[config.mk]
export PLATFORM = sky130hd
export DESIGN_NAME = uart_rx_param_flat
export DESIGN_NICKNAME = d
export VERILOG_FILES = /design/src/rtl/uart_pkg.sv /design/src/rtl/uart_rx_param_if.sv /design/src/rtl/uart_sync2.sv /design/src/rtl/uart_rx_param.sv /design/src/flat_wrapper.sv
export SDC_FILE = /design/constraint.sdc
export NUM_CORES = 1
export LEC_CHECK = 0
export ABC_AREA = 1
export BUFFER_PORTS_ARGS = -buffer_cell sky130_fd_sc_hd__buf_2
export CORE_ASPECT_RATIO = 0.9
export CORE_MARGIN = 3
export CORE_UTILIZATION = 56
export CTS_CLUSTER_SIZE = 8
export DETAILED_ROUTE_END_ITERATION = 10
export GPL_TIMING_DRIVEN = 0
export PLACE_DENSITY_LB_ADDON = 0.1
export SYNTH_ARGS = -nofsm -noshare
export SYNTH_HDL_FRONTEND = slang
export SYNTH_HIERARCHICAL = 1
export SYNTH_SLANG_ARGS = --single-unit
[constraint.sdc]
create_clock -name clk -period 1.55 [get_ports clk]
set_input_delay 0.155 -clock clk [delete_from_list [all_inputs] [get_ports clk]]
set_output_delay 0.155 -clock clk [all_outputs]
set_load 0.02 [all_outputs]
[src/rtl/uart_pkg.sv]
// Shared UART definitions: parity modes, receiver states and a parity helper.
// Pure declarations; no latency and no flow control.
package uart_pkg;

    localparam int PAR_NONE  = 0;
    localparam int PAR_ODD   = 1;
    localparam int PAR_EVEN  = 2;

    // Widest vector the parity helper accepts; narrower words are zero-extended.
    localparam int PAR_MAX_W = 32;

    typedef enum logic [2:0] {
        ST_IDLE,
        ST_START,
        ST_DATA,
        ST_PARITY,
        ST_STOP
    } rx_state_e;

    function automatic logic calc_parity(input logic [PAR_MAX_W-1:0] v);
        return ^v;
    endfunction

endpackage

[src/rtl/uart_rx_param_if.sv]
// Received-word channel: data plus error flags under a valid/ready handshake.
// The master holds rx_valid and the word until the slave raises rx_ready.
interface uart_rx_param_if #(
    parameter int DATA_BITS = 8
);
    logic [DATA_BITS-1:0] rx_data;
    logic                 rx_valid;
    logic                 rx_ready;
    logic                 parity_err;
    logic                 frame_err;
    logic                 overrun;

    modport master (
        output rx_data, rx_valid, parity_err, frame_err, overrun,
        input  rx_ready
    );

    modport slave (
        input  rx_data, rx_valid, parity_err, frame_err, overrun,
        output rx_ready
    );
endinterface

[src/rtl/uart_sync2.sv]
// Two-flop synchronizer with a selectable reset value; output lags input by 2 clk.
// No handshake: the input is sampled every clock.
module uart_sync2 #(
    parameter logic RST_VAL = 1'b1
) (
    input  logic clk,
    input  logic rst,
    input  logic d_i,
    output logic q_o
);

    logic [1:0] sync_q;

    always_ff @(posedge clk or negedge rst) begin
        if (!rst) begin
            sync_q <= {2{RST_VAL}};
        end else begin
            sync_q <= {sync_q[0], d_i};
        end
    end

    assign q_o = sync_q[1];

endmodule

[src/rtl/uart_rx_param.sv]
// Oversampling UART receiver; word appears 1 clk after the final stop-bit sample.
// Single-entry output register: a frame completing while it is still held is dropped and flagged by overrun.
module uart_rx_param
    import uart_pkg::*;
#(
    parameter int DATA_BITS  = 8,
    parameter int OVERSAMPLE = 16,
    parameter int PARITY     = 0,
    parameter int STOP_BITS  = 1
) (
    input  logic             clk,
    input  logic             rst,
    input  logic             tick,
    input  logic             rx,
    output logic             busy,
    uart_rx_param_if.master  out
);

    localparam int              CW       = $clog2(OVERSAMPLE);
    localparam int              IW       = $clog2(DATA_BITS);
    localparam logic [CW-1:0]   CNT_HALF = CW'(OVERSAMPLE/2 - 1);
    localparam logic [CW-1:0]   CNT_LAST = CW'(OVERSAMPLE - 1);
    localparam logic [IW-1:0]   IDX_LAST = IW'(DATA_BITS - 1);

    logic                 rxs;
    rx_state_e            state_q;
    logic [CW-1:0]        cnt_q;
    logic [IW-1:0]        idx_q;
    logic                 stop_idx_q;
    logic [DATA_BITS-1:0] shift_q;
    logic                 perr_acc_q;
    logic                 ferr_acc_q;
    logic                 busy_q;

    logic [DATA_BITS-1:0] data_q;
    logic                 valid_q;
    logic                 perr_q;
    logic                 ferr_q;
    logic                 ovr_q;

    logic samp_mid;
    logic samp_end;
    logic par_bad;
    logic ferr_next;
    logic stop_last;
    logic out_free;

    uart_sync2 #(.RST_VAL(1'b1)) u_sync (
        .clk (clk),
        .rst (rst),
        .d_i (rx),
        .q_o (rxs)
    );

    assign samp_mid  = tick && (cnt_q == CNT_HALF);
    assign samp_end  = tick && (cnt_q == CNT_LAST);
    assign ferr_next = ferr_acc_q | ~rxs;
    assign stop_last = (STOP_BITS == 1) || stop_idx_q;
    // A held word leaving this very cycle frees the slot for the new one.
    assign out_free  = ~valid_q | out.rx_ready;

    always_comb begin
        par_bad = 1'b0;
        if (PARITY == PAR_ODD) begin
            par_bad = ~(calc_parity(PAR_MAX_W'(shift_q)) ^ rxs);
        end else if (PARITY == PAR_EVEN) begin
            par_bad = calc_parity(PAR_MAX_W'(shift_q)) ^ rxs;
        end
    end

    always_ff @(posedge clk or negedge rst) begin
        if (!rst) begin
            state_q    <= ST_IDLE;
            cnt_q      <= '0;
            idx_q      <= '0;
            stop_idx_q <= 1'b0;
            shift_q    <= '0;
            perr_acc_q <= 1'b0;
            ferr_acc_q <= 1'b0;
            busy_q     <= 1'b0;
            data_q     <= '0;
            valid_q    <= 1'b0;
            perr_q     <= 1'b0;
            ferr_q     <= 1'b0;
            ovr_q      <= 1'b0;
        end else begin
            ovr_q <= 1'b0;
            if (valid_q && out.rx_ready) begin
                valid_q <= 1'b0;
            end
            if (tick) begin
                cnt_q <= cnt_q + CW'(1);
            end

            case (state_q)
                ST_IDLE: begin
                    cnt_q      <= '0;
                    stop_idx_q <= 1'b0;
                    perr_acc_q <= 1'b0;
                    ferr_acc_q <= 1'b0;
                    if (!rxs) begin
                        state_q <= ST_START;
                        busy_q  <= 1'b1;
                    end
                end
                ST_START: begin
                    if (samp_mid) begin
                        cnt_q <= '0;
                        idx_q <= '0;
                        if (rxs) begin
                            state_q <= ST_IDLE;
                            busy_q  <= 1'b0;
                        end else begin
                            state_q <= ST_DATA;
                        end
                    end
                end
                ST_DATA: begin
                    if (samp_end) begin
                        cnt_q   <= '0;
                        shift_q <= {rxs, shift_q[DATA_BITS-1:1]};
                        idx_q   <= idx_q + IW'(1);
                        if (idx_q == IDX_LAST) begin
                            state_q <= (PARITY != PAR_NONE) ? ST_PARITY : ST_STOP;
                        end
                    end
                end
                ST_PARITY: begin
                    if (samp_end) begin
                        cnt_q      <= '0;
                        perr_acc_q <= par_bad;
                        state_q    <= ST_STOP;
                    end
                end
                ST_STOP: begin
                    if (samp_end) begin
                        cnt_q      <= '0;
                        ferr_acc_q <= ferr_next;
                        stop_idx_q <= 1'b1;
                        if (stop_last) begin
                            state_q <= ST_IDLE;
                            busy_q  <= 1'b0;
                            if (out_free) begin
                                data_q  <= shift_q;
                                perr_q  <= perr_acc_q;
                                ferr_q  <= ferr_next;
                                valid_q <= 1'b1;
                            end else begin
                                ovr_q <= 1'b1;
                            end
                        end
                    end
                end
                default: begin
                    state_q <= ST_IDLE;
                    busy_q  <= 1'b0;
                end
            endcase
        end
    end

    assign busy           = busy_q;
    assign out.rx_data    = data_q;
    assign out.rx_valid   = valid_q;
    assign out.parity_err = perr_q;
    assign out.frame_err  = ferr_q;
    assign out.overrun    = ovr_q;

endmodule

[src/flat_wrapper.sv]
// flat-port wrapper written by rule: the top's interface ports become plain ports
module uart_rx_param_flat import uart_pkg::*;
#(
    parameter int DATA_BITS  = 8,
    parameter int OVERSAMPLE = 16,
    parameter int PARITY     = 0,
    parameter int STOP_BITS  = 1
)
  (clk, rst, tick, rx, busy, out_rx_data, out_rx_valid, out_parity_err, out_frame_err, out_overrun, out_rx_ready);
  uart_rx_param_if #(.DATA_BITS(DATA_BITS)) out_i ();
  input  logic clk;
  input  logic rst;
  input  logic tick;
  input  logic rx;
  output logic busy;
  output wire logic [$bits(out_i.rx_data)-1:0] out_rx_data;
  output wire logic [$bits(out_i.rx_valid)-1:0] out_rx_valid;
  output wire logic [$bits(out_i.parity_err)-1:0] out_parity_err;
  output wire logic [$bits(out_i.frame_err)-1:0] out_frame_err;
  output wire logic [$bits(out_i.overrun)-1:0] out_overrun;
  input wire logic [$bits(out_i.rx_ready)-1:0] out_rx_ready;
  assign out_rx_data = out_i.rx_data;
  assign out_rx_valid = out_i.rx_valid;
  assign out_parity_err = out_i.parity_err;
  assign out_frame_err = out_i.frame_err;
  assign out_overrun = out_i.overrun;
  assign out_i.rx_ready = out_rx_ready;
  uart_rx_param #(.DATA_BITS(DATA_BITS), .OVERSAMPLE(OVERSAMPLE), .PARITY(PARITY), .STOP_BITS(STOP_BITS)) u_core (.clk(clk), .rst(rst), .tick(tick), .rx(rx), .busy(busy), .out(out_i));
endmodule
==> summary.md, run 1 <==
| Metric | Value |
|---|---|
| Pre-CTS setup slack | `-12.95 ps` |
| Max Fclk | `674.7 MHz` |
| Post-Syn Instances | `161` |
| Largest area contributor in the netlist | `dfrtp_1` |
| Setup repair after global routing missed its margin | `yes` |
| Vias/cell | `5.092` |
| DRT antenna net count | `0` |
| Hold Fails Final Rpt | `0` |
| Leakage | `~0.0009 uW` |
| Worst setup SP type | `flip-flop` |
| Post-route setup slack | `67.91 ps` |
| Vias after detailed routing | `1105` |
| Max_slew headroom | `0.5342` |
| Outcome | `finished clean` |
| Drt drc | `0` |
| CP endpoint kind | `flip-flop` |
| Chip Width | `59.83 um` |
| Starting Density | `0.6288` |
| Multi-input logic area | `539.3 sq um` |
| CP Launch Point | `u_core/cnt_q[0]$_DFF_PN0_` |
| First-pass GRT wire length | `4181 um` |
| Clock tree buffer depth | `2` |
| Yosys warnings | `6` |
| Power density cells | `1159 mW/mm^2` |
| Share of cells above drive strength 1 | `0.2632` |
| Syn Nets | `roughly 170` |
| DR iter-0 viols | `29` |
| Port buffer count | `16` |
| Largest net degree at the start of global routing | `34` |
| DP HPWL | `1702 um` |
| GRT Overall Usage | `0.1802` |
| Bufs and invs on worst path | `2` |
| P&R area growth vs syn | `17.65%` |
| Top post-synthesis cells by area | `dfrtp_1 53%, nand2_1 11%, inv_1 5.9%` |
| Diode count | `0` |
| CP Class | `flip-flop to flip-flop` |
| Core region area | `0.002322 sq mm` |
| FF-to-FF Start | `u_core/cnt_q[0]$_DFF_PN0_` |
| Peak supply drop | `1168 uV` |
| Reg clk slew, reported paths | `90 ps` |
| CP cell instances | `ha_1 > nand2_2 > nor2_4 > nand3_4 > nor2_4 > inv_4 > buf_8 > nand2_2 > o21ai_2` |
| Clock tree sinks | `33` |
| I/O pin cnt | `18` |
| Drt wl/cell | `11.88 um` |
| Fill cell count | `190` |
| Register area share after synthesis | `0.5673` |
| Die height | `54.44 um` |
| Final setup fails | `0` |
| Max-cap viol count | `0` |
| Num CTS Buffers | `5` |
| Register area | `828.3 sq um` |
| Vias in the first global route | `999` |
| Slowest-stage cell, CP | `dfrtp_1` |
| Crit-path max FO | `10` |
| Mapped cell area | `around 0.0015 sq mm` |
| Syn avg cell area | `9.069 sq um` |
| CTS tree | `built` |
| Skew-Pair Late Insertion Delay | `320 ps` |
| Unique masters post-synth | `25` |
| Die area | `0.003257 sq mm` |
| RD Place Congestion | `0.7675` |
| Post-Route WL | `2577 um` |
| Grt ovf | `0` |
| Crit path time final | `between 1000 and 1500 ps` |
| Slew @ Worst Pin | `698.7 ps` |
| #FFs+latches synth | `33` |
| HP Start | `out_rx_ready` |
| H-tree lvl count | `2` |
| Worst hold path type | `input pin to flip-flop` |
| Initial antenna violation count | `0` |
| Max Slew Vio Count | `0` |
| Final Skew | `9.292 ps` |
| Crit path DAT | `~1700 ps` |
| Share of the synthesized area in the top cell type | `0.5313` |
| Drt pass-1 iters | `4` |
| Slowest cell delay on critical path | `370 ps` |
| CP top delay family | `simple AND/OR/NAND/NOR gates` |
| Core Rows | `16` |
| Required @ worst endpoint | `1770 ps` |
| CTS root buf | `clkbuf_4` |
| Period utilisation layout | `0.9562` |
| Setup TNS | `0 ps` |
| Final net count | `about 200` |
area by class of cell:
type	instances	area share
timing repair buffer	22	0.07575
multi-input combinational	100	0.3139
buffer	4	0.02258
clock buffer	7	0.03205
inverter	24	0.05390
tap	27	0.01966
sequential	33	0.4822
cells in the mapped netlist (all sizes together):
cell type  instances
dfrtp             31
nor2              16
conb               1
a21oi              1
nand3              6
or2                1
buf                3
nand2             44
clkbuf             1
xnor2              1
dfstp              2
inv               24
mux2i              1
ha                 3
o21ai             22
nand4              3
xor2               1
worst register-to-register path, delay by kind of cell (launching register included):
kind / cells / cell delay [ps]
AOI/OAI and AO/OA: 1 / 40
adders and majority gates: 1 / 160
and+or+nand+nor: 5 / 590
buffers and inverters: 2 / 220
DFF: 1 / 370
where the power goes:
group	internal [uW]	switching [uW]	leakage (uW)
clock network	214	250	0.0000314
logic	188	333	0.000425
registers	938	67.3	0.000449
per-stage QoR:
step                hold WS [ps]  cells  power (uW)  instance area (sq um)  utilization
global placement           228.7    204        1458                   1574       0.6778
detailed placement         244.4    204        1481                   1574       0.6778
floorplan                 -140.6    161        1355                   1460            -
global route               106.8    217        2138                   1718       0.7398
finish                     119.8    217        1991                   1718       0.7398
CTS                        83.71    214        1968                   1657       0.7134
metal layers:
layer / part of all wire / global-route usage
met3: 0.050 / 0.04953
met2: 0.47 / 0.2752
met4: 0.013 / 0.09963
met1: 0.46 / 0.2325
met5: 0 / 0
cell families after synthesis:
group                    Yosys count  share of synthesized area
other                              1                   0.002568
XOR/XNOR                           2                    0.01200
adder cells (fa/ha/maj)            3                    0.02571
flip-flops                        33                     0.5673
buffers and inverters             28                    0.08054
multiplexers                       1                   0.006855
AO/OA/AOI/OAI                     23                    0.09940
AND/OR/NAND/NOR                   70                     0.2057
worst paths after layout:
path / end / slack [ps] / depth (start not counted)
hold / removal: u_core/out.overrun$_DFF_PN0_ / 120 / 4
min in group asynchronous: u_core/out.rx_data[3]$_DFFE_PN0P_ / 410 / 2
setup reg to reg: u_core/out.rx_data[6]$_DFFE_PN0P_ / 70 / 9
max in group asynchronous: u_core/idx_q[2]$_DFFE_PN0P_ / 690 / 2
hold reg to reg: u_core/u_sync/sync_q[1]$_DFF_PN1_ / 370 / 0
setup / recovery: u_core/out.rx_data[6]$_DFFE_PN0P_ / 70 / 9
flip-flops by register name, summed over array words and instances, names as in the netlist:
register / count
u_core/busy: 1
u_core/cnt_q: 4
u_core/ferr_acc_q: 1
u_core/idx_q: 3
u_core/out.frame_err: 1
u_core/out.overrun: 1
u_core/out.rx_data: 8
u_core/out.rx_valid: 1
u_core/shift_q: 8
u_core/state_q: 3
u_core/u_sync/sync_q: 2
layout by cell type, fill, tap and decap left out, types with 2 or more instances in the layout:
cell type	synthesis	layout
nor2_4	1	2
inv_1	23	23
dfstp_2	2	2
nand3_1	5	3
o21ai_0	14	14
ha_1	3	3
buf_4	1	5
clkbuf_4	0	5
nand2_2	2	3
nand3_2	1	2
nand4_1	3	3
o21ai_2	8	8
dfrtp_1	31	31
nor2_1	14	14
dlygate4sd3_1	0	2
nand2_1	42	41
buf_2	1	16
what timing repair did:
action,CTS,global route
pin swaps,0,1
hold buffers,2,0
endpoints found under the hold margin,32,0
gates resized for setup,0,12
buffers inserted,1,3
setup endpoints to repair,3,24
Power figures use the tool's default switching activity.
==> inputs of run 2 (changes only) <==
ABC_AREA = unset   (was 1)
==> run 2 against run 1 <==
- the flow now finishes with violations (negative setup slack)
- combinational power is 70% higher
- cell count is 17% lower
- register-to-register slack worse by 140 ps
- synthesized cell count is 28% lower
- total power is 30% higher
- critical endpoint is now u_core/idx_q[0]$_DFFE_PN0P_
- largest cell class unchanged
==> summary.md, run 2 <==
| Metric | Value |
|---|---|
| Bufs and invs on worst path | `1` |
| CP endpoint kind | `flip-flop` |
| Core Rows | `17` |
| Share of the synthesized area in the top cell type | `0.5111` |
| Count leader, synth | `dfrtp_1` |
| #FFs+latches synth | `33` |
| Worst setup SP type | `flip-flop` |
| Register area share after synthesis | `0.5458` |
| Leakage | `0.0009449 uW` |
| Post-synth EDFFs | `0` |
| Drt wl/cell | `17.02 um` |
| Crit path time final | `approximately 1600 ps` |
| Final setup fails | `7` |
| Die height | `roughly 55 um` |
| Clock tree buffer depth | `2` |
| Num CTS Buffers | `5` |
| Largest area contributor in the netlist | `dfrtp_1` |
| Clock tree sinks | `33` |
| Drt drc | `0` |
| Multi-input logic area | `roughly 700 sq um` |
| Skew-Pair Late Insertion Delay | `330 ps` |
| CTS tree | `built` |
| Largest net degree at the start of global routing | `34` |
| Top cells by count, synth | `31 x dfrtp_1, 15 x mux2_2, 7 x nor2_1` |
| Vias in the first global route | `1048` |
| Port buffer count | `15` |
| Hold Fails Final Rpt | `0` |
| DR iter-0 viols | `28` |
| Reg clk slew, reported paths | `100 ps` |
| Syn Nets | `124` |
| P&R area growth vs syn | `24.98%` |
| RD Place Congestion | `0.7782` |
| Power density cells | `between 1000 and 1500 mW/mm^2` |
| First-pass GRT wire length | `between 4000 and 5000 um` |
| GRT Overall Usage | `0.2014` |
| Drt pass-1 iters | `4` |
| Yosys warnings | `6` |
| I/O pin cnt | `18` |
| Max Slew Vio Count | `0` |
| Top_reg_cell synth | `dfrtp_1` |
| Register area | `approximately 830 sq um` |
| Vias after detailed routing | `between 1000 and 1500` |
| Chip Width | `60.88 um` |
| Setup TNS | `-147.7 ps` |
| FF-to-FF Start | `u_core/state_q[1]$_DFFE_PN0P_` |
| CTS root buf | `clkbuf_4` |
| Syn avg cell area | `13.08 sq um` |
| Diode count | `0` |
| Post-Route WL | `3064 um` |
| CP Class | `flip-flop to flip-flop` |
| Commonest cells after routing, fill and taps aside | `31 x dfrtp_1, 15 x buf_2, 13 x buf_4, 13 x mux2_2, 6 x nor2_1` |
| Failing checks | `negative setup slack` |
| Ys async rst share | `1.000` |
| Commonest non-fill, non-tap cell in the layout | `dfrtp_1` |
| Slowest-stage cell, CP | `dfrtp_1` |
| DRT antenna net count | `0` |
| Slew @ Worst Pin | `723.6 ps` |
| Post-route setup slack | `-67.20 ps` |
| Setup repair after global routing missed its margin | `yes` |
| CP cell instances | `clkbuf_8 > or3b_4 > a211o_1 > mux2_4` |
| Final Skew | `8.356 ps` |
| Crit-path max FO | `4` |
| Peak supply drop | `1148 uV` |
| Die area | `0.003372 sq mm` |
| Slowest cell delay on critical path | `410 ps` |
| Max_slew headroom | `0.5176` |
| Post-Syn Instances | `116` |
| Outcome | `complete, but fails checks` |
| Required @ worst endpoint | `1770 ps` |
| Worst hold path type | `input pin to flip-flop` |
| HP Start | `tick` |
| Share of cells above drive strength 1 | `0.4934` |
| Top post-synthesis cells by area | `dfrtp_1 51%, mux2_2 11%, dfstp_2 3.5%` |
| Max-cap viol count | `0` |
| Final net count | `159` |
| Fill cell count | `about 180` |
| H-tree lvl count | `2` |
| CP Launch Point | `u_core/state_q[1]$_DFFE_PN0P_` |
| Core region area | `0.002510 sq mm` |
| Crit path DAT | `around 1800 ps` |
| Pre-CTS setup slack | `-272.1 ps` |
| Vias/cell | `5.744` |
| CP top delay family | `flip-flops` |
| Unique masters post-synth | `40` |
| Period utilisation layout | `1.043` |
| Mapped cell area | `0.001518 sq mm` |
| Starting Density | `0.6047` |
| DP HPWL | `1881 um` |
| Grt ovf | `0` |
| Max Fclk | `618.4 MHz` |
| Initial antenna violation count | `0` |
run 2: changes by cell type after synthesis, sizes merged, moves of 9 or more:
cell	before	now
nor2	16	7
mux2	0	18
o21ai	22	3
inv	24	1
nand2	44	3
run 2: worst paths after layout:
kind	depth (start not counted)	endpoint	slack, ps
setup reg to reg	4	u_core/idx_q[0]$_DFFE_PN0P_	-70
hold / removal	3	u_core/cnt_q[0]$_DFF_PN0_	120
min in group asynchronous	2	u_core/cnt_q[2]$_DFF_PN0_	410
max in group asynchronous	2	u_core/state_q[2]$_DFFE_PN0P_	680
setup / recovery	4	u_core/idx_q[0]$_DFFE_PN0P_	-70
hold reg to reg	0	u_core/u_sync/sync_q[1]$_DFF_PN1_	360
run 2: worst register-to-register path: cells and delay by family, from the launching register on:
family	cells	cell delay [ps]
and+or+nand+nor	1	370
buffers and inverters	1	150
AOI/OAI and AO/OA	1	310
muxes	1	270
DFF	1	410
run 2: timing repair:
| action | in CTS | in global routing |
|---|---|---|
| pin swaps | 4 | 5 |
| endpoints found under the hold margin | 32 | 0 |
| cloned | 0 | 1 |
| resized for setup | 7 | 6 |
| buffers inserted | 7 | 4 |
| hold buffers | 2 | 0 |
| endpoints found under the setup margin | 21 | 23 |
run 2: cell families (layout without fill, tap and decap cells):
group | Yosys count | in the layout | share of synthesized area
xor gates and xnor gates | 2 | 2 | 0.01154
muxes | 19 | 19 | 0.1476
other | 1 | 1 | 0.002471
DFF | 33 | 33 | 0.5458
and+or+nand+nor | 32 | 33 | 0.1270
adders and majority gates | 3 | 3 | 0.02473
buffers and inverters | 8 | 43 | 0.05276
AOI/OAI and AO/OA | 18 | 18 | 0.08822
run 2: area by class of cell:
type                       instances  area share
clock inverter                     1     0.01583
clock buffer                       7     0.02902
sequential                        33      0.4367
inverter                           1    0.001979
tap                               28     0.01847
multi-input combinational         76      0.3701
timing repair buffer              28     0.09367
buffer                             6     0.03430
run 2: power breakdown:
part | total, uW | switching, uW | internal [uW]
Sequential | 1040 | 83.8 | 956
Combinational | 888 | 443 | 446
Clock | 661 | 276 | 385
run 2: layer usage:
metal / vias to the layer above / part of all wire / global-route usage
li1: 491 / - / -
met1: 519 / 0.43 / 0.2435
met2: 22 / 0.51 / 0.3206
met3: 2 / 0.048 / 0.07710
met4: 0 / 0.0082 / 0.07430
met5: - / 0 / 0
run 2: stage by stage:
step	utilization	cells	total power, uW	hold WS (ps)	cell area, sq um
after floorplan	-	116	1539	-140.6	1530
after global placement	0.6535	159	1649	233.5	1640
after detailed placement	0.6535	159	1682	244.0	1640
after CTS	0.7263	175	2502	114.4	1823
after global routing	0.7557	180	2747	127.5	1897
final	0.7557	180	2589	123.9	1897
